`config.mk`:
```
export PLATFORM = sky130hd
export DESIGN_NAME = ex_operand_stage
export DESIGN_NICKNAME = d
export VERILOG_FILES = /design/src/rtl/ex_operand_stage.sv
export SDC_FILE = /design/constraint.sdc
export NUM_CORES = 1
export LEC_CHECK = 0
export BUFFER_PORTS_ARGS = -buffer_cell sky130_fd_sc_hd__buf_2
export CORE_ASPECT_RATIO = 0.8
export CORE_MARGIN = 2
export CORE_UTILIZATION = 33
export CTS_BUF_LIST = sky130_fd_sc_hd__clkbuf_16
export CTS_CLUSTER_SIZE = 16
export DETAILED_ROUTE_END_ITERATION = 7
export GPL_TIMING_DRIVEN = 0
export PLACE_DENSITY = 0.65
export SLEW_MARGIN = 20
export SYNTH_ARGS = -nofsm -noshare
export SYNTH_HDL_FRONTEND = slang
export SYNTH_SLANG_ARGS = --single-unit
export TNS_END_PERCENT = 1
```
`constraint.sdc`:
```
create_clock -name i_clock -period 1.35 [get_ports i_clock]
set_input_delay 0.27 -clock i_clock [delete_from_list [all_inputs] [get_ports i_clock]]
set_output_delay 0.27 -clock i_clock [all_outputs]
set_load 0.05 [all_outputs]
```
`src/rtl/ex_operand_stage.sv`:
```
// ex_operand_stage
// ----------------
// Decode-to-execute pipeline register. It resolves the two ALU operands
// (register / immediate / PC selection, plus optional MEM/WB bypass) and
// captures them together with the ALU operation and writeback tags on each
// accepted handshake.
//
// Compile-time option:
//   FORWARDING_EN  - when defined, rs1/rs2 are bypassed from the MEM stage
//                    (highest priority) and then the WB stage. When undefined,
//                    the i_fwd* ports are ignored and the register-file data
//                    is used as-is, because upstream interlock resolves hazards.
//
// Ports:
//   i_clock, i_reset        clock (rising edge), async active-low reset
//   i_valid / o_ready       upstream handshake (o_ready = ~o_valid | i_ready)
//   i_op, i_pc              ALU operation and instruction address
//   i_rs1Addr/i_rs2Addr     source register indices
//   i_rs1Data/i_rs2Data     register-file read data
//   i_imm                   sign-extended immediate
//   i_selPC / i_selImm      operand A = pc, operand B = imm
//   i_rdAddr/i_regWrEnable  writeback destination and enable
//   i_fwdMem*/i_fwdWb*      bypass sources (used only with FORWARDING_EN)
//   i_flush                 drop held and incoming instruction
//   o_valid / i_ready       downstream handshake
//   o_op, o_dataA, o_dataB  ALU operation and operands
//   o_storeData             resolved rs2 (store data)
//   o_pc, o_rdAddr, o_regWrEnable  registered copies
//
// The ALU operation encoding is OP_WIDTH bits wide; encoding 0 is ADD.

module ex_operand_stage #(
    parameter int DATA_WIDTH     = 32,
    parameter int REG_ADDR_WIDTH = 5,
    parameter int OP_WIDTH       = 4
) (
    input  logic                      i_clock,
    input  logic                      i_reset,
    input  logic                      i_valid,
    output logic                      o_ready,
    input  logic [OP_WIDTH-1:0]       i_op,
    input  logic [DATA_WIDTH-1:0]     i_pc,
    input  logic [REG_ADDR_WIDTH-1:0] i_rs1Addr,
    input  logic [REG_ADDR_WIDTH-1:0] i_rs2Addr,
    input  logic [DATA_WIDTH-1:0]     i_rs1Data,
    input  logic [DATA_WIDTH-1:0]     i_rs2Data,
    input  logic [DATA_WIDTH-1:0]     i_imm,
    input  logic                      i_selPC,
    input  logic                      i_selImm,
    input  logic [REG_ADDR_WIDTH-1:0] i_rdAddr,
    input  logic                      i_regWrEnable,
    input  logic                      i_fwdMemEnable,
    input  logic                      i_fwdWbEnable,
    input  logic [REG_ADDR_WIDTH-1:0] i_fwdMemAddr,
    input  logic [REG_ADDR_WIDTH-1:0] i_fwdWbAddr,
    input  logic [DATA_WIDTH-1:0]     i_fwdMemData,
    input  logic [DATA_WIDTH-1:0]     i_fwdWbData,
    input  logic                      i_flush,
    output logic                      o_valid,
    input  logic                      i_ready,
    output logic [OP_WIDTH-1:0]       o_op,
    output logic [DATA_WIDTH-1:0]     o_dataA,
    output logic [DATA_WIDTH-1:0]     o_dataB,
    output logic [DATA_WIDTH-1:0]     o_storeData,
    output logic [DATA_WIDTH-1:0]     o_pc,
    output logic [REG_ADDR_WIDTH-1:0] o_rdAddr,
    output logic                      o_regWrEnable
);

    localparam logic [OP_WIDTH-1:0]       ALU_OP_ADD = {OP_WIDTH{1'b0}};
    localparam logic [REG_ADDR_WIDTH-1:0] REG_ZERO   = {REG_ADDR_WIDTH{1'b0}};
    localparam logic [DATA_WIDTH-1:0]     DATA_ZERO  = {DATA_WIDTH{1'b0}};

    logic                      valid_r;
    logic [OP_WIDTH-1:0]       op_r;
    logic [DATA_WIDTH-1:0]     data_a_r;
    logic [DATA_WIDTH-1:0]     data_b_r;
    logic [DATA_WIDTH-1:0]     store_data_r;
    logic [DATA_WIDTH-1:0]     pc_r;
    logic [REG_ADDR_WIDTH-1:0] rd_addr_r;
    logic                      reg_wr_en_r;

    logic                      ready_s;
    logic                      accept_s;
    logic [DATA_WIDTH-1:0]     rs1_res_s;
    logic [DATA_WIDTH-1:0]     rs2_res_s;
    logic [DATA_WIDTH-1:0]     op_a_s;
    logic [DATA_WIDTH-1:0]     op_b_s;

    // A held instruction blocks new input only while downstream stalls.
    assign ready_s  = ~valid_r | i_ready;
    assign accept_s = i_valid & ready_s;

`ifdef FORWARDING_EN
    // Bypass resolution: MEM beats WB; index 0 is hard-wired and never bypassed.
    always_comb begin
        rs1_res_s = i_rs1Data;
        rs2_res_s = i_rs2Data;
        if (i_fwdMemEnable && (i_fwdMemAddr == i_rs1Addr) && (i_rs1Addr != REG_ZERO)) begin
            rs1_res_s = i_fwdMemData;
        end else if (i_fwdWbEnable && (i_fwdWbAddr == i_rs1Addr) && (i_rs1Addr != REG_ZERO)) begin
            rs1_res_s = i_fwdWbData;
        end else begin
            rs1_res_s = i_rs1Data;
        end
        if (i_fwdMemEnable && (i_fwdMemAddr == i_rs2Addr) && (i_rs2Addr != REG_ZERO)) begin
            rs2_res_s = i_fwdMemData;
        end else if (i_fwdWbEnable && (i_fwdWbAddr == i_rs2Addr) && (i_rs2Addr != REG_ZERO)) begin
            rs2_res_s = i_fwdWbData;
        end else begin
            rs2_res_s = i_rs2Data;
        end
    end
`else
    logic unused_fwd_s;

    // Without bypass the register-file data is already correct; bypass ports are sunk.
    always_comb begin
        rs1_res_s   = i_rs1Data;
        rs2_res_s   = i_rs2Data;
        unused_fwd_s = ^{i_fwdMemEnable, i_fwdWbEnable, i_fwdMemAddr, i_fwdWbAddr,
                         i_fwdMemData, i_fwdWbData, i_rs1Addr, i_rs2Addr};
    end
`endif

    // Operand selection; store data always takes resolved rs2.
    always_comb begin
        op_a_s = rs1_res_s;
        op_b_s = rs2_res_s;
        if (i_selPC) begin
            op_a_s = i_pc;
        end else begin
            op_a_s = rs1_res_s;
        end
        if (i_selImm) begin
            op_b_s = i_imm;
        end else begin
            op_b_s = rs2_res_s;
        end
    end

    // Pipeline register: flush beats accept; flush leaves the data registers untouched.
    always_ff @(posedge i_clock or negedge i_reset) begin
        if (!i_reset) begin
            valid_r      <= 1'b0;
            op_r         <= ALU_OP_ADD;
            data_a_r     <= DATA_ZERO;
            data_b_r     <= DATA_ZERO;
            store_data_r <= DATA_ZERO;
            pc_r         <= DATA_ZERO;
            rd_addr_r    <= REG_ZERO;
            reg_wr_en_r  <= 1'b0;
        end else if (i_flush) begin
            valid_r <= 1'b0;
        end else if (accept_s) begin
            valid_r      <= 1'b1;
            op_r         <= i_op;
            data_a_r     <= op_a_s;
            data_b_r     <= op_b_s;
            store_data_r <= rs2_res_s;
            pc_r         <= i_pc;
            rd_addr_r    <= i_rdAddr;
            reg_wr_en_r  <= i_regWrEnable;
        end else if (i_ready) begin
            valid_r <= 1'b0;
        end else begin
            valid_r <= valid_r;
        end
    end

    assign o_ready       = ready_s;
    assign o_valid       = valid_r;
    assign o_op          = op_r;
    assign o_dataA       = data_a_r;
    assign o_dataB       = data_b_r;
    assign o_storeData   = store_data_r;
    assign o_pc          = pc_r;
    assign o_rdAddr      = rd_addr_r;
    assign o_regWrEnable = reg_wr_en_r;

endmodule

```
==> flow_summary_export.csv, run 1 <==
group,metric,value,unit
status,status,"finished, violations left",
status,violations,"negative setup slack",
yosys,yosys.area.top_type,"dfrtp_1",
yosys,syn_inst,369,
sta,hold_viol_final,0,
floorplanning,die_w,161,µm
placed_design,gp_congestion,0.820,
sta,rsz0062_at_grt,"yes",
critical_path,path_buf_inv,3,
critical_path,critPathMaxFanout,6,
pwr,combPwrFrac,0.376,
critical_path,rrSetupSlack,-0.31,ns
grt,gr-total-overflow,0,
hold_path,hold_path.class,"input port to register",
clock_tree,cts_tree,"done",
clock_tree,cts.sinks,139,
grt,antenna_found_initial,0,
placed_design,portBuffers,282,
route,met1Wirelength,7590,µm
floorplanning,start_util,0.339,
yosys,avgSynthCellArea,17.5,µm²
pwr,p_int,9.48,mW
clock_tree,cts_made_buffers,17,
route,dr.pass1.iters,4,
finish,final_common_cell,"buf_2",
finish,nNetsFinal,914,
grt,grt_max_degree,88,
sta,fin_tns_setup,-35.86,ns
yosys,syn_area,6470,µm²
critical_path,slowest_stage,"dfrtp_2",
finish,syn_to_final_growth,43.9,%
finish,layout_common_cells,"buf_2 (215), dfrtp_1 (138), mux2_4 (118)",
clock_tree,worstSkewPairLatency,0.42,ns
route,vias,4265,
yosys,synth_nets,600,
pwr,power_density,1680,nW/µm²
critical_path,startpoint,"o_valid",
yosys,synth_top_area_frac,0.538,
yosys,ys_seq_area_frac,0.538,
pwr,swShare,0.395,
yosys,synth.distinct_cells,12,
route,wl,17400,µm
sta,fmax,0.601,GHz
critical_path,critical_path_required,1.65,ns
sta,min_period,1.66,ns
sta,worstMarginPinSlew,0.461,ns
placed_design,hpwl,12500,µm
route,vias_per_cell,4.47,
floorplanning,pin_count,371,
route,detail-route-antenna-nets,0,
route,wl_met3,777,µm
critical_path,worst_setup_path_end_kind,"register",
sta,finalCritPeriodShare,1.23,
grt,gr-usage-all-layers,0.157,
pwr,peakVddDrop,0.866,mV
sta,skew,0.00749,ns
sta,setup_viol_count_final,140,
sta,slew_headroom,0.692,
floorplanning,core-area,19100,µm²
pwr,p_leak,4.55,nW
critical_path,cp_slowest_stage_delay,0.40,ns
hold_path,hp-start,"i_flush",
clock_tree,htree_levels,4,
route,route.detailed.drc,0,
sta,fin_ws,-0.314,ns
route,routed-wl-met2,8860,µm
floorplanning,rows,45,
route,drt_iter0_drc,186,
yosys,synth_area_leaders,"dfrtp_1 (54%), mux2_4 (23%), mux2_2 (18%), buf_12 (3.4%), buf_6 (0.52%)",
pwr,seqPwrFrac,0.343,
grt,grt_pass1_wl,25000,µm
critical_path,critPathKind,"register to register",
pwr,clockPowerShare,0.281,
sta,fin_hold_ws,0.0517,ns
grt,grt_pass1_vias,4572,
yosys,yosys_warnings,0,
critical_path,crit_top_cell,"clkbuf_16",
clock_tree,cts-root-buf,"clkbuf_16",
clock_tree,max-clock-path-buffers,2,
critical_path,arrival,1.96,ns
finish,fillers,1641,
pwr,fin_total_pwr,15.7,mW
critical_path,reg2reg_from,"o_valid",
floorplanning,die_h,129,µm
critical_path,startpoint_type,"register",
floorplanning,dieArea,20800,µm²
finish,drive_above_1_share,0.792,
finish,n_antenna_cell,0,
route,highest_layer,"met4",
pwr,power_switching,6.18,mW
critical_path,crit_family,"buffers and inverters",
critical_path,crit_chain,"nor2b_4 -> nor3b_4 -> buf_6 -> clkbuf_16 -> clkbuf_16 -> mux2_4",
flow_run,drv_cap,0,
sta,slew_violations,0,
route,wl_per_cell,18.2,µm
yosys,ys_ff_latch,139,
clock_tree,clk_pin_slew,0.06,ns
==> metrics by stage <==
stage	instances	instance area, µm²	setup slack, ns	utilization
2_1_floorplan	369	6470	-0.345	-
3_3_place_gp	909	8210	-2.15	0.430
3_5_place_dp	910	8240	-0.382	0.432
4_1_cts	944	8840	-0.333	0.463
5_1_grt	954	9310	-0.359	0.488
6_report	954	9310	-0.314	0.488
==> state kept, by name, summed over array words and instances (netlist names) <==
register	flops
o_op	4
o_dataB	32
o_valid	1
o_pc	32
o_storeData	32
o_regWrEnable	1
o_rdAddr	5
o_dataA	32
==> timing repair <==
action,CTS,global route
gates cloned,0,8
hold buffers,1,0
pin swaps,1,1
gates resized for setup,8,93
setup endpoints to repair,142,207
endpoints found under the hold margin,52,0
setup buffers,1,2
==> metal layers <==
layer / vias up / global-route usage
met1: 2163 / 0.196
met4: 0 / 0.0567
met5: - / 0
met2: 136 / 0.265
met3: 10 / 0.0407
li1: 1956 / -
==> cell families after synthesis <==
| family | after synthesis | synth area share |
|---|---|---|
| multiplexers | 202 | 0.410 |
| flip-flops | 139 | 0.538 |
| buffers and inverters | 24 | 0.0468 |
| AND/OR/NAND/NOR | 4 | 0.00619 |
==> synth_stat cells <==
cell type  count
buf_12        11
buf_2          6
buf_4          1
buf_6          3
clkbuf_1       2
dfrtp_1      139
inv_1          1
mux2_2       102
mux2_4       100
nor2_1         2
nor2b_4        1
nor3b_4        1
==> area by class of cell <==
cell class	count	area (µm²)	area share
multi-input cells	206	2760	0.296
clock inverters	15	130	0.0140
flip-flops and latches	139	3480	0.374
repair buffers	295	1860	0.200
inverters	1	3.75	0.000403
clock buffers	17	425	0.0457
well taps	258	323	0.0347
plain buffers	23	333	0.0357
==> final timing paths <==
path,to,cells after the start
worst max register to register,o_pc[21],6
worst min-delay path,o_valid,2
worst max-delay path,o_pc[21],6
min in group asynchronous,o_dataA[13],2
max in group asynchronous,o_valid,3
worst min register to register,o_dataA[10],1
==> power groups by stage <==
| stage | clock network (mW) | logic, mW | registers (mW) |
|---|---|---|---|
| finish | 4.40 | 5.89 | 5.37 |
| global route | 4.74 | 6.11 | 5.46 |
| CTS | 4.55 | 5.60 | 5.35 |
| detailed placement | 0 | 5.57 | 5.40 |
| global placement | 0 | 5.50 | 5.36 |
| floorplan | 0 | 1.42 | 8.07 |
(Power assumes the default switching activity.)
==> run 2: changes to the inputs <==
Settings changed: BUFFER_PORTS_ARGS -buffer_cell sky130_fd_sc_hd__buf_2 to -buffer_cell sky130_fd_sc_hd__buf_4.
==> run 2 against run 1 <==
The run still ends with negative setup slack left. Utilization grew 2.3 points. Worst hold slack worse by 0.021 ns. Critical path depth did not move. Register-to-register slack better by 0.02 ns. Wire length rose by 1.7%. Sequential power rose by 0.7%. First-iteration DRC count fell by 23%. Combinational power is 6.3% higher. Sequential share of layout area decreased by 1.7 points. Via count up 0.35%. Flip-flop and latch count unchanged. Largest cell class unchanged.
==> flow_summary_export.csv, run 2 (synthesis results as in run 1) <==
group,metric,value,unit
placed_design,hpwl,13100,µm
hold_path,hold_path.class,"input port to register",
sta,min_period,1.65,ns
sta,fin_ws,-0.295,ns
critical_path,crit_chain,"nor2b_4 -> nor3b_4 -> buf_12 -> clkbuf_16 -> buf_12 -> mux2_4",
sta,rsz0062_at_grt,"yes",
critical_path,rrSetupSlack,-0.30,ns
pwr,power_density,1680,nW/µm²
finish,syn_to_final_growth,50.8,%
sta,hold_viol_final,0,
status,status,"finished, violations left",
grt,grt_pass1_vias,4752,
grt,gr-total-overflow,0,
floorplanning,die_w,161,µm
critical_path,critPathKind,"register to register",
route,detail-route-antenna-nets,0,
route,met1Wirelength,7480,µm
route,route.detailed.drc,0,
finish,nNetsFinal,909,
clock_tree,cts_made_buffers,17,
clock_tree,worstSkewPairLatency,0.42,ns
route,wl,17700,µm
critical_path,slowest_stage,"dfrtp_2",
route,highest_layer,"met4",
clock_tree,max-clock-path-buffers,2,
route,dr.pass1.iters,4,
clock_tree,cts_tree,"done",
finish,drive_above_1_share,0.790,
clock_tree,cts.sinks,139,
pwr,p_leak,4.73,nW
route,drt_iter0_drc,144,
placed_design,portBuffers,282,
finish,final_common_cell,"buf_4",
sta,worstMarginPinSlew,0.536,ns
finish,layout_common_cells,"buf_4 (284), dfrtp_1 (138), mux2_4 (127)",
route,wl_per_cell,18.6,µm
sta,finalCritPeriodShare,1.22,
critical_path,cp_slowest_stage_delay,0.41,ns
clock_tree,htree_levels,4,
sta,setup_viol_count_final,139,
route,vias_per_cell,4.51,
floorplanning,core-area,19100,µm²
route,wl_met3,994,µm
hold_path,min_path_cells,2,
floorplanning,rows,45,
clock_tree,clk_pin_slew,0.06,ns
flow_run,drv_cap,0,
pwr,peakVddDrop,0.849,mV
grt,grt_max_degree,72,
floorplanning,dieArea,20800,µm²
route,routed-wl-met2,8900,µm
floorplanning,pin_count,371,
critical_path,crit_top_cell,"buf_12",
sta,slew_violations,0,
finish,post-route-util,0.511,
critical_path,critical_path_required,1.64,ns
sta,fmax,0.608,GHz
critical_path,critPathMaxFanout,10,
clock_tree,cts-root-buf,"clkbuf_16",
floorplanning,start_util,0.339,
sta,fin_hold_ws,0.0302,ns
grt,antenna_found_initial,0,
placed_design,gp_congestion,0.805,
critical_path,startpoint_type,"register",
status,violations,"negative setup slack",
grt,gr-usage-all-layers,0.168,
floorplanning,die_h,129,µm
critical_path,worst_setup_path_end_kind,"register",
route,vias,4280,
sta,slew_headroom,0.643,
sta,skew,0.00619,ns
critical_path,arrival,1.94,ns
grt,grt_pass1_wl,27000,µm
critical_path,r2r_cells,6,
finish,n_antenna_cell,0,
==> run 2: changes by cell type in the layout (fill, tap and decap cells not counted), sizes merged <==
cell    delta
clkinv     +2
bufinv     +2
clkbuf    -73
buf       +68
inv        -4
==> run 2: what timing repair did <==
item,4_1_cts,5_1_grt
pin swaps,1,1
hold buffers,1,0
cloned,0,1
buffers inserted,4,1
hold endpoints to repair,68,0
gates resized for setup,35,0
endpoints found under the setup margin,139,139
==> run 2: area by class of cell <==
class | count | area, µm²
Inverter | 1 | 3.75
Sequential cell | 139 | 3480
Buffer | 23 | 329
Tap cell | 258 | 323
Clock buffer | 17 | 425
Multi-Input combinational cell | 206 | 2790
Clock inverter | 15 | 164
Timing Repair Buffer | 290 | 2240
Fill cell | 1614 | 9330
==> run 2: critical path: cells and delay by family, from the launching register on <==
| kind | cells | cell delay, ns |
|---|---|---|
| and+or+nand+nor | 2 | 0.35 |
| DFF | 1 | 0.41 |
| muxes | 1 | 0.30 |
| buffers and inverters | 3 | 0.46 |
==> run 2: metal layers <==
layer  GRT usage  vias to the layer above
li1            -                     1939
met1       0.209                     2187
met2       0.284                      136
met3      0.0551                       18
met4      0.0493                        0
met5           0                        -
==> run 2: power by group <==
part / internal (mW) / leakage, nW / switching (mW)
Clock: 2.75 / 0.280 / 1.94
Combinational: 2.50 / 2.82 / 3.76
Sequential: 4.93 / 1.63 / 0.478
Total: 10.2 / 4.73 / 6.18
==> run 2: through the flow <==
stage          instance area, µm²  cells  power, mW  setup WS (ns)  TNS, ns
6_report                     9760    949       16.4         -0.295   -37.27
5_1_grt                      9760    949       17.0         -0.325   -41.35
4_1_cts                      9710    947       16.5         -0.361   -45.06
3_5_place_dp                 8950    910       11.6         -0.387   -47.21
3_3_place_gp                 8910    909       11.5         -0.698  -120.22
2_1_floorplan                6470    369       9.50         -0.345   -45.31
==> run 2: path summary, 6_finish.rpt <==
path	startpoint	end
min reg2reg	o_dataA[30]	o_dataA[30]
max reg2reg	o_valid	o_dataB[27]
min in group asynchronous	i_reset	o_dataA[8]
max in group asynchronous	i_reset	o_valid
min	i_flush	o_valid
max	o_valid	o_dataB[27]
